--- src/rtl/dice_pkg.sv ---
// Shared definitions for the craps dice roll generator: die range,
// roll handshake state encoding and the die-counter step helper.
package dice_pkg;

    localparam logic [2:0] DIE_MIN = 3'd1;
    localparam logic [2:0] DIE_MAX = 3'd6;

    typedef enum logic [1:0] {
        IDLE    = 2'd0,
        HOLD    = 2'd1,
        RELEASE = 2'd2
    } roll_state_e;

    // Next value of a 1..6 die counter; 6 wraps back to 1.
    function automatic logic [2:0] die_next(input logic [2:0] v);
        logic [2:0] r;
        if (v == DIE_MAX) begin
            r = DIE_MIN;
        end else begin
            r = v + 3'd1;
        end
        return r;
    endfunction

endpackage

--- src/rtl/btn_debounce.sv ---
// Two-flop synchroniser followed by a stability-count debouncer for the
// raw roll push-button. The debounced level only flips after
// DEBOUNCE_CYCLES consecutive synchronised samples disagree with it.
module btn_debounce #(
    parameter int DEBOUNCE_CYCLES = 4
) (
    input  logic clk,
    input  logic rst,
    input  logic btn_raw,
    output logic btn_db
);

    localparam int            CW       = $clog2(DEBOUNCE_CYCLES + 1);
    localparam logic [CW-1:0] CNT_LAST = CW'(DEBOUNCE_CYCLES - 1);
    localparam logic [CW-1:0] CNT_ONE  = CW'(1);

    logic          sync1_q;
    logic          sync2_q;
    logic          db_q;
    logic          db_d;
    logic [CW-1:0] cnt_q;
    logic [CW-1:0] cnt_d;

    // Count differing samples; flip the level once enough have been seen in a row.
    always_comb begin
        db_d  = db_q;
        cnt_d = '0;
        if (sync2_q != db_q) begin
            if (cnt_q == CNT_LAST) begin
                db_d  = ~db_q;
                cnt_d = '0;
            end else begin
                cnt_d = cnt_q + CNT_ONE;
            end
        end else begin
            cnt_d = '0;
        end
    end

    // Synchroniser and debounce state registers with synchronous reset.
    always_ff @(posedge clk) begin
        if (rst) begin
            sync1_q <= 1'b0;
            sync2_q <= 1'b0;
            db_q    <= 1'b0;
            cnt_q   <= '0;
        end else begin
            sync1_q <= btn_raw;
            sync2_q <= sync1_q;
            db_q    <= db_d;
            cnt_q   <= cnt_d;
        end
    end

    assign btn_db = db_q;

endmodule

--- src/rtl/dice_roll_gen.sv ---
// Dice roll generator: debounces the roll button, captures two free-running
// 1..6 counters on each clean press and offers the roll to the game FSM
// over a valid/ready handshake. A held button yields exactly one roll.
module dice_roll_gen
    import dice_pkg::*;
#(
    parameter int DEBOUNCE_CYCLES = 4,
    parameter int CNT_W           = 8
) (
    input  logic             clk,
    input  logic             rst,
    input  logic             btn_raw,
    input  logic             roll_ready,
    output logic             roll_valid,
    output logic [2:0]       die_a,
    output logic [2:0]       die_b,
    output logic [3:0]       sum,
    output logic [CNT_W-1:0] roll_count
);

    localparam logic [CNT_W-1:0] COUNT_ONE = CNT_W'(1);

    logic             btn_db_s;
    roll_state_e      state_q;
    roll_state_e      state_d;
    logic [2:0]       cnt_a_q;
    logic [2:0]       cnt_a_d;
    logic [2:0]       cnt_b_q;
    logic [2:0]       cnt_b_d;
    logic             valid_q;
    logic             valid_d;
    logic [2:0]       die_a_q;
    logic [2:0]       die_a_d;
    logic [2:0]       die_b_q;
    logic [2:0]       die_b_d;
    logic [3:0]       sum_q;
    logic [3:0]       sum_d;
    logic [CNT_W-1:0] count_q;
    logic [CNT_W-1:0] count_d;

    btn_debounce #(
        .DEBOUNCE_CYCLES(DEBOUNCE_CYCLES)
    ) u_debounce (
        .clk    (clk),
        .rst    (rst),
        .btn_raw(btn_raw),
        .btn_db (btn_db_s)
    );

    // Free-running dice: cnt_a steps every cycle, cnt_b steps when cnt_a wraps.
    always_comb begin
        cnt_a_d = die_next(cnt_a_q);
        if (cnt_a_q == DIE_MAX) begin
            cnt_b_d = die_next(cnt_b_q);
        end else begin
            cnt_b_d = cnt_b_q;
        end
    end

    // Roll handshake: capture on press, hold until accepted, wait for button release.
    always_comb begin
        state_d = state_q;
        valid_d = valid_q;
        die_a_d = die_a_q;
        die_b_d = die_b_q;
        sum_d   = sum_q;
        count_d = count_q;
        case (state_q)
            IDLE: begin
                if (btn_db_s) begin
                    die_a_d = cnt_a_q;
                    die_b_d = cnt_b_q;
                    sum_d   = {1'b0, cnt_a_q} + {1'b0, cnt_b_q};
                    valid_d = 1'b1;
                    state_d = HOLD;
                end else begin
                    state_d = IDLE;
                end
            end
            HOLD: begin
                if (roll_ready) begin
                    valid_d = 1'b0;
                    count_d = count_q + COUNT_ONE;
                    state_d = RELEASE;
                end else begin
                    state_d = HOLD;
                end
            end
            RELEASE: begin
                if (!btn_db_s) begin
                    state_d = IDLE;
                end else begin
                    state_d = RELEASE;
                end
            end
            default: begin
                valid_d = 1'b0;
                state_d = IDLE;
            end
        endcase
    end

    // State, dice counters, captured roll and accepted-roll count.
    always_ff @(posedge clk) begin
        if (rst) begin
            state_q <= IDLE;
            cnt_a_q <= DIE_MIN;
            cnt_b_q <= DIE_MIN;
            valid_q <= 1'b0;
            die_a_q <= 3'd0;
            die_b_q <= 3'd0;
            sum_q   <= 4'd0;
            count_q <= '0;
        end else begin
            state_q <= state_d;
            cnt_a_q <= cnt_a_d;
            cnt_b_q <= cnt_b_d;
            valid_q <= valid_d;
            die_a_q <= die_a_d;
            die_b_q <= die_b_d;
            sum_q   <= sum_d;
            count_q <= count_d;
        end
    end

    assign roll_valid = valid_q;
    assign die_a      = die_a_q;
    assign die_b      = die_b_q;
    assign sum        = sum_q;
    assign roll_count = count_q;

endmodule
--- config.mk ---
export PLATFORM = sky130hd
export DESIGN_NAME = dice_roll_gen
export DESIGN_NICKNAME = d
export VERILOG_FILES = /design/src/rtl/dice_pkg.sv /design/src/rtl/btn_debounce.sv /design/src/rtl/dice_roll_gen.sv
export SDC_FILE = /design/constraint.sdc
export NUM_CORES = 1
export LEC_CHECK = 0
export BUFFER_PORTS_ARGS = -buffer_cell sky130_fd_sc_hd__buf_4
export CAP_MARGIN = 20
export CORE_UTILIZATION = 49
export DETAILED_ROUTE_END_ITERATION = 16
export PLACE_DENSITY = 0.74
export SLEW_MARGIN = 20
export SYNTH_ARGS = -nofsm -noshare
export SYNTH_HDL_FRONTEND = slang
export SYNTH_SLANG_ARGS = --single-unit
export TNS_END_PERCENT = 20
--- constraint.sdc ---
create_clock -name clk -period 1.5 [get_ports clk]
set_clock_uncertainty 0.15 [all_clocks]
set_input_delay 0.225 -clock clk [delete_from_list [all_inputs] [get_ports clk]]
set_output_delay 0.225 -clock clk [all_outputs]
set_load 0.01 [all_outputs]
==> impl_metrics.yaml, run 1 <==
logic_synthesis:
  synth.distinct_cells: 37
  post_synth_main_area_contributors: "dfxtp_1 48%, ha_1 7.3%, a21oi_1 6.2%, nand2_1 5.2%, nor2_1 4.4%"
  mapped_cell_area_sq_um: 1370
  number_of_synthesized_flops_with_an_enable_pin: 0
  ys_warn_count: 0
  syn_nets: 159
  ys_ff_latch: 33
  synth_top_cell_by_area: "dfxtp_1"
  yosysSeqAreaShare_pct: 48.3
  synth_area_per_cell_sq_um: 9.38
  fraction_of_post_synthesis_cell_area_in_the_top_cell_type_by_area_pct: 48.3
  post_synth_inst_count: 146
  predominant_post_synthesis_flop_cell: "dfxtp_1"
  async_reset_ff_share_pct: 0
floorplan:
  placementRows: 18
  die-width_um: 54.9
  start_util_pct: 53.3
  core_region_area_sq_um: 2570
  floorplan.die_area_sq_um: 3010
  ios: 23
  vert_die_dim_um: 54.9
place:
  gp_congestion: 0.733
  port-buffer-count: 22
  post_dp_cell_area_sq_um: 1610
  post-dp-hpwl_um: 1860
cells_and_area:
  finish.net_count: 191
  mostFrequentLayoutCell: "buf_4"
  final_design_area_no_fill_sq_um: 1730
  layout_common_cells: "31 x buf_4, 26 x dfxtp_1, 19 x nand2_1, 17 x a21oi_1, 15 x nor2_1"
  layout-drive-gt1-share_pct: 32.6
  insertedDiodeCount: 0
  final_core_util_pct: 67.2
  layout-area-overhead-vs-synth_pct: 26.1
cts:
  clock_transition_time_at_the_flip_flop_clock_pins_of_the_worst_setup_and_hold_paths_ps: 100
  cts-root-buf: "clkbuf_4"
  post_cts.repair.setup_buffers: 0
  clk-insertion-delay-late_ps: 330
  cts_tree: "yes"
  tritoncts.num_buffers: 5
  htree_levels: 2
  clockBufferDepth: 2
  clkSinkCount: 33
critical_path:
  critical_path.endpoint_type: "flop"
  required_time_at_the_worst_slack_endpoint_ps: 1610
  setup_crit_start_kind: "flop"
  critical_path_peak_fanout: 9
  setup.worst_path.class: "flop to flop"
  crit_arrival_ps: 1580
sta:
  achievable-frequency_mhz: 679
  slew_violations: 0
  final-hold-violation-count: 0
  fin_crit_ps: 1470
  final_min_period_over_clock_period_pct: 98.1
  hold_ws_ps: 6.31
  worst_slew_margin_rel_pct: 75.1
  setup_viol: 0
  timing_worst_slew_pin_value_ps: 365
  grt_setup_unrepaired: "yes"
drt:
  drtAntennaViolNets: 0
  drt-total-wl_um: 2660
  routed_wire_length_per_instance_um: 12.8
  num_vias: 1133
  firstDrtPassIters: 4
  drt_iter0_markers: 19
  drt_drc_violations_left: 0
  post_detailed_route_via_to_cell_ratio: 5.45
pwr:
  sw_frac_of_total_pct: 22.7
  comb_power_share_pct: 6.8
  switchingPower_mw: 0.341
  power.ir.vdd_worst_v: 0.000923
  power.share.sequential_pct: 60.2
  cell_internal_pwr_mw: 1.16
  clkPwrFrac_pct: 33.0
  power.density_cell_area_nw_per_um2: 869
  p_leak_nw: 0.725
global_routing:
  first_pass_grt_wire_length_um: 4150
  grt_remaining_overflow: 0
  grt_start_max_net_pins: 32
  antenna_found_initial: 0
  grt_pass1_vias: 989
  grt.total_usage_pct: 20.0
flow_run:
  maxCapViolCount: 0
min_path:
  min-delay-path-class: "input port to flop"
status:
  status: "finished clean"
-- synth_stat cells, types with 2 or more instances --
library cell	n
dfxtp_1	33
nand2_1	19
a21oi_1	17
nor2_1	16
ha_1	8
clkbuf_1	4
nor2b_1	4
o21ai_0	4
inv_1	3
mux2i_1	3
a211oi_1	2
buf_2	2
nor3_1	2
o31ai_1	2
or3_1	2
or4_1	2
xnor2_1	2
xor2_1	2
-- power groups by stage --
| stage | logic, mW | clock network, mW | registers (mW) |
|---|---|---|---|
| 5_1_grt | 0.116 | 0.545 | 0.904 |
| 3_3_place_gp | 0.0937 | 0 | 0.922 |
| 6_report | 0.102 | 0.495 | 0.902 |
| 4_1_cts | 0.101 | 0.505 | 0.903 |
| 3_5_place_dp | 0.0971 | 0 | 0.923 |
| 2_1_floorplan | 0.0638 | 0 | 0.921 |
-- cells by family (layout without fill, tap and decap cells) --
kind of cell | count (synthesis) | in the layout | share of synthesized area, %
AND/OR/NAND/NOR | 56 | 56 | 21.2
flip-flops | 33 | 33 | 48.3
AO/OA/AOI/OAI | 30 | 30 | 13.0
buffers and inverters | 10 | 42 | 3.20
adder cells (fa/ha/maj) | 9 | 9 | 8.78
XOR/XNOR | 4 | 4 | 2.56
multiplexers | 4 | 4 | 3.02
-- layout make-up --
class	instances	area, sq um
inverter	3	11.3
fill	209	842
sequential	33	672
clock buffer	7	55.1
timing repair buffer	32	243
multi-input combinational	103	707
tap	30	37.5
-- critical path, cell delays in order (launching register included) --
cell,delay [ps]
dfxtp_4,420
nand4_2,170
or4_1,500
a21oi_1,170
-- flip-flops by register name, indices dropped and copies added (netlist names) --
signal,count
u_debounce.sync2_q,1
state_q,2
u_debounce.cnt_q,3
roll_count,8
die_b,3
cnt_a_q,3
u_debounce.btn_db,1
u_debounce.sync1_q,1
sum,4
roll_valid,1
die_a,3
cnt_b_q,3
-- final timing paths --
| check | from | endpoint | slack (ps) | cells past startpoint |
|---|---|---|---|---|
| min | roll_ready | state_q[0] | 6 | 2 |
| min reg2reg | u_debounce.cnt_q[0] | u_debounce.cnt_q[0] | 270 | 1 |
| max reg2reg | state_q[0] | roll_count[5] | 30 | 3 |
| max | state_q[0] | roll_count[5] | 30 | 3 |
-- routing by layer --
metal	part of all wire, %	up-vias	global-route usage (%)	routed length, um
met2	52	21	35.1	1390
met3	4.2	4	8.33	112
li1	-	568	-	-
met1	42	540	21.0	1120
met4	1.0	0	7.69	27
met5	0	-	0	0
-- through the flow --
step / instances / power (mW) / setup slack (ps) / setup TNS (ps)
final: 208 / 1.50 / 27.9 / 0
after global routing: 208 / 1.57 / -13.7 / -25.6
after detailed placement: 200 / 1.02 / -77.3 / -135
after CTS: 208 / 1.51 / -6.80 / -6.80
after global placement: 200 / 1.02 / 17.8 / 0
after floorplan: 146 / 0.985 / 30.8 / 0
-- timing repair --
action                     in CTS  in global routing
hold endpoints to repair        1                  0
hold buffers                    1                  0
setup endpoints to repair       4                 14
pin swaps                       1                  0
resized for setup               3                 15
Note: power is estimated with default switching activity, not from simulation.
==> run 2, diff against run 1 <==
CORE_ASPECT_RATIO = 0.75   (was default)
==> impl_metrics.yaml, run 2 (synthesized netlist as in run 1, its figures left out) <==
critical_path:
  crit_arrival_ps: 1510
  timing.critical_path.slowest_cell_delay_ps: 490
  critical_path.endpoint_type: "flop"
  standard_cell_with_the_maximum_stage_delay_on_the_critical_path: "or4_1"
  setup.worst_path.class: "flop to flop"
  crit_chain: "nand4_2 -> or4_1 -> a21oi_1"
  required_time_at_the_worst_slack_endpoint_ps: 1560
  critical_path_peak_fanout: 9
  setup_crit_start_kind: "flop"
min_path:
  min-delay-path-class: "input port to flop"
global_routing:
  grt_pass1_vias: 952
  grt.total_usage_pct: 19.4
  first_pass_grt_wire_length_um: 4200
  met3_usage_pct: 8.81
  met1_usage_pct: 21.2
  use_met2_pct: 33.5
  grt_remaining_overflow: 0
  routing_layer_with_the_top_usage_in_global_route: "met2"
  antenna_found_initial: 0
  grt_start_max_net_pins: 32
cells_and_area:
  largest_register_ff_count: 8
  finish.net_count: 192
  mostFrequentLayoutCell: "buf_4"
  layout-drive-gt1-share_pct: 29.8
  layout-area-overhead-vs-synth_pct: 26.4
  layout_common_cells: "33 x buf_4, 29 x dfxtp_1, 19 x nand2_1, 17 x a21oi_1, 16 x nor2_1"
  insertedDiodeCount: 0
  fillerInstances: 232
  final_core_util_pct: 66.0
  final_design_area_no_fill_sq_um: 1730
cts:
  clkSinkCount: 33
  htree_levels: 2
  tritoncts.num_buffers: 5
  clk-insertion-delay-late_ps: 280
  clockBufferDepth: 2
  ctsHoldBuffers: 0
  clock_transition_time_at_the_flip_flop_clock_pins_of_the_worst_setup_and_hold_paths_ps: 60
  cts-root-buf: "clkbuf_8"
  cts_tree: "yes"
pwr:
  p_leak_nw: 0.732
  power.density_cell_area_nw_per_um2: 931
  comb_power_share_pct: 6.4
  fin_total_pwr_mw: 1.61
  sw_frac_of_total_pct: 22.7
  clkPwrFrac_pct: 37.4
  cell_internal_pwr_mw: 1.25
  switchingPower_mw: 0.365
  power.ir.vdd_worst_v: 0.000687
  power.share.sequential_pct: 56.2
sta:
  finalWorstSetupSlack_ps: 50.8
  final_min_period_over_clock_period_pct: 96.6
  final-hold-violation-count: 0
  timing_worst_slew_pin_value_ps: 375
  grt_setup_unrepaired: "yes"
  finalSetupTns_ps: 0
  worst_slew_margin_rel_pct: 74.4
  fin_crit_ps: 1450
  setup_viol: 0
  slew_violations: 0
  achievable-frequency_mhz: 690
flow_run:
  maxCapViolCount: 0
drt:
  firstDrtPassIters: 4
  routed_wire_length_per_instance_um: 12.4
  drt-total-wl_um: 2660
  drt_drc_violations_left: 0
  num_vias: 1112
  drt_iter0_markers: 34
  drtAntennaViolNets: 0
  post_detailed_route_via_to_cell_ratio: 5.20
floorplan:
  die-width_um: 63.0
  ios: 23
  floorplan.die_area_sq_um: 3010
  start_util_pct: 52.2
  placementRows: 16
  vert_die_dim_um: 47.8
  core_region_area_sq_um: 2620
place:
  gp_congestion: 0.754
  port-buffer-count: 22
  post-dp-hpwl_um: 1820
  post_dp_cell_area_sq_um: 1630
  place_ws_ps: -60.2
status:
  status: "finished clean"
run 2: what timing repair did:
item / CTS / global route
endpoints found under the hold margin: 0 / 0
setup buffers: 0 / 0
pin swaps: 0 / 1
setup endpoints to repair: 3 / 11
gates resized for setup: 1 / 9
run 2: path summary, 6_finish.rpt:
check | startpoint | endpoint | slack [ps] | cells after the start
max | state_q[0] | roll_count[5] | 50 | 3
max reg2reg | state_q[0] | roll_count[5] | 50 | 3
min reg2reg | u_debounce.cnt_q[0] | u_debounce.cnt_q[0] | 270 | 1
min | btn_raw | u_debounce.sync1_q | 20 | 2
run 2: worst max-delay path: cells and delay by family, from the launching register on:
family	cells	cell delay (ps)
AND/OR/NAND/NOR	2	650
flip-flops	1	430
AO/OA/AOI/OAI	1	150
run 2: final cells by class:
cell class,instances,area [sq um],share of cell area (%)
repair buffers,33,248,14.3
clock inverters,1,5.00,0.289
well taps,36,45.0,2.60
clock buffers,5,68.8,3.98
inverters,3,11.3,0.651
multi-input cells,103,687,39.7
flip-flops and latches,33,666,38.5
run 2: power groups by stage:
stage	registers [mW]	clock network, mW	logic (mW)
CTS	0.903	0.615	0.101
floorplan	0.921	0	0.0638
finish	0.904	0.602	0.104
detailed placement	0.922	0	0.0982
global placement	0.921	0	0.0941
global route	0.907	0.651	0.115
run 2: layer usage:
layer | vias up | routed length (um)
met5 | - | 0
met4 | 0 | 50
met2 | 18 | 1290
met3 | 7 | 127
li1 | 569 | -
met1 | 518 | 1180
run 2: per-stage QoR:
step	cells	hold WS [ps]
finish	214	18.8
detailed placement	208	267
global route	214	49.9
floorplan	146	166
global placement	208	258
CTS	214	8.17
==> run 3, diff against run 2 <==
PLACE_DENSITY = default   (was 0.74)
PLACE_DENSITY_LB_ADDON = 0.25   (was default)
SETUP_SLACK_MARGIN = 0.05   (was default)
==> impl_metrics.yaml, run 3 (synthesized netlist as in run 1, its figures left out) <==
floorplan:
  placementRows: 16
  vert_die_dim_um: 47.8
  die-width_um: 63.0
  floorplan.die_area_sq_um: 3010
  ios: 23
  start_util_pct: 52.2
  core_region_area_sq_um: 2620
drt:
  drt_drc_violations_left: 0
  drt_iter0_markers: 25
  routed_wire_length_per_instance_um: 14.4
  num_vias: 1152
  drtAntennaViolNets: 0
  firstDrtPassIters: 4
  post_detailed_route_via_to_cell_ratio: 5.38
  drt-total-wl_um: 3090
critical_path:
  critical_path.endpoint_type: "flop"
  setup_crit_start_kind: "flop"
  required_time_at_the_worst_slack_endpoint_ps: 1550
  timing.critical_path.slowest_cell_delay_ps: 350
  crit_arrival_ps: 1490
  critPathTopFamily: "adder cells"
  critical_path.n_buffers_inverters: 0
  crit_chain: "ha_4 -> fa_2 -> xnor2_2 -> a211oi_2"
  critical_path_peak_fanout: 3
  standard_cell_with_the_maximum_stage_delay_on_the_critical_path: "fa_2"
  worstRegToRegCells: 4
  setup.worst_path.class: "flop to flop"
  worstSetupPathDepth: 4
cells_and_area:
  multi_input_comb_area_sq_um: 737
  fillerInstances: 212
  final_design_area_no_fill_sq_um: 1800
  layout_common_cells: "32 x buf_4, 23 x dfxtp_1, 19 x nand2_1, 16 x a21oi_1, 16 x nor2_1"
  layout-area-overhead-vs-synth_pct: 31.5
  largest_register_ff_count: 8
  mostFrequentLayoutCell: "buf_4"
  layout-drive-gt1-share_pct: 36.0
  insertedDiodeCount: 0
  register_area_sq_um: 681
  finish.net_count: 191
cts:
  clockBufferDepth: 2
  cts_tree: "yes"
  clk-insertion-delay-late_ps: 280
  clock_transition_time_at_the_flip_flop_clock_pins_of_the_worst_setup_and_hold_paths_ps: 70
  clkSinkCount: 33
  tritoncts.num_buffers: 5
  post_cts.repair.setup_buffers: 0
  cts-root-buf: "clkbuf_8"
  htree_levels: 2
sta:
  grt_setup_unrepaired: "yes"
  fin_crit_ps: 1450
  timing_worst_slew_pin_value_ps: 326
  slew_violations: 0
  hold_ws_ps: 43.9
  final_min_period_over_clock_period_pct: 96.6
  achievable-frequency_mhz: 690
  final-hold-violation-count: 0
  setup_viol: 0
  worst_slew_margin_rel_pct: 77.7
min_path:
  min-delay-path-class: "input port to flop"
  timing.hold.worst_path_depth: 2
place:
  post_dp_cell_area_sq_um: 1620
  port-buffer-count: 22
  gp_congestion: 0.781
  post-dp-hpwl_um: 2110
global_routing:
  use_met2_pct: 32.5
  grt_pass1_vias: 1002
  grt_remaining_overflow: 0
  grt.total_usage_pct: 20.4
  met3_usage_pct: 5.95
  grt_start_max_net_pins: 32
  met1_usage_pct: 26.5
  routing_layer_with_the_top_usage_in_global_route: "met2"
  antenna_found_initial: 0
  first_pass_grt_wire_length_um: 4550
flow_run:
  maxCapViolCount: 0
pwr:
  power.ir.vdd_worst_v: 0.000697
  power.density_cell_area_nw_per_um2: 935
  p_leak_nw: 0.753
status:
  status: "finished clean"
==> run 3: power by group <==
group	switching, mW	internal, mW
clock	0.303	0.364
sequential	0.0159	0.886
combinational	0.0595	0.0549
total	0.379	1.31
==> run 3: worst paths after layout <==
kind                                          start                   to  slack [ps]
worst min-delay path                        btn_raw   u_debounce.sync1_q          40
worst min register to register  u_debounce.cnt_q[0]  u_debounce.cnt_q[0]         270
worst max-delay path                     cnt_a_q[0]               sum[2]          50
worst max register to register           cnt_a_q[0]               sum[2]          50
==> run 3: timing repair <==
action                                 CTS  global route
setup endpoints to repair                5            18
pin swaps                                1             3
endpoints found under the hold margin    0             0
gates resized for setup                  5            21
hold buffers                             0             0
==> run 3: layout make-up <==
class,count,share of cell area (%)
clock buffers,7,4.79
inverters,3,0.625
multi-input cells,103,40.9
flip-flops and latches,33,37.8
well taps,36,2.50
repair buffers,32,13.3
==> run 3: layer usage <==
layer / share of wire [%] / vias to the layer above
met5: 0 / -
met4: 0.78 / 0
met3: 6.0 / 4
met2: 47 / 39
met1: 47 / 543
li1: - / 566
==> run 3: worst register-to-register path: stages, from the launching register on <==
cell      delay (ps)
dfxtp_2          340
ha_4             160
fa_2             350
xnor2_2          140
a211oi_2         230
==> run 3: metrics by stage <==
stage | std cells | util (%) | TNS [ps] | setup slack [ps] | total power, mW
2_1_floorplan | 146 | - | 0 | 36.9 | 0.985
4_1_cts | 214 | 66.0 | 0 | 25.7 | 1.67
3_5_place_dp | 207 | 61.9 | -151 | -60.1 | 1.02
3_3_place_gp | 207 | 61.9 | -23.3 | -23.3 | 1.01
5_1_grt | 214 | 68.7 | 0 | 6.93 | 1.74
6_report | 214 | 68.7 | 0 | 51.7 | 1.68
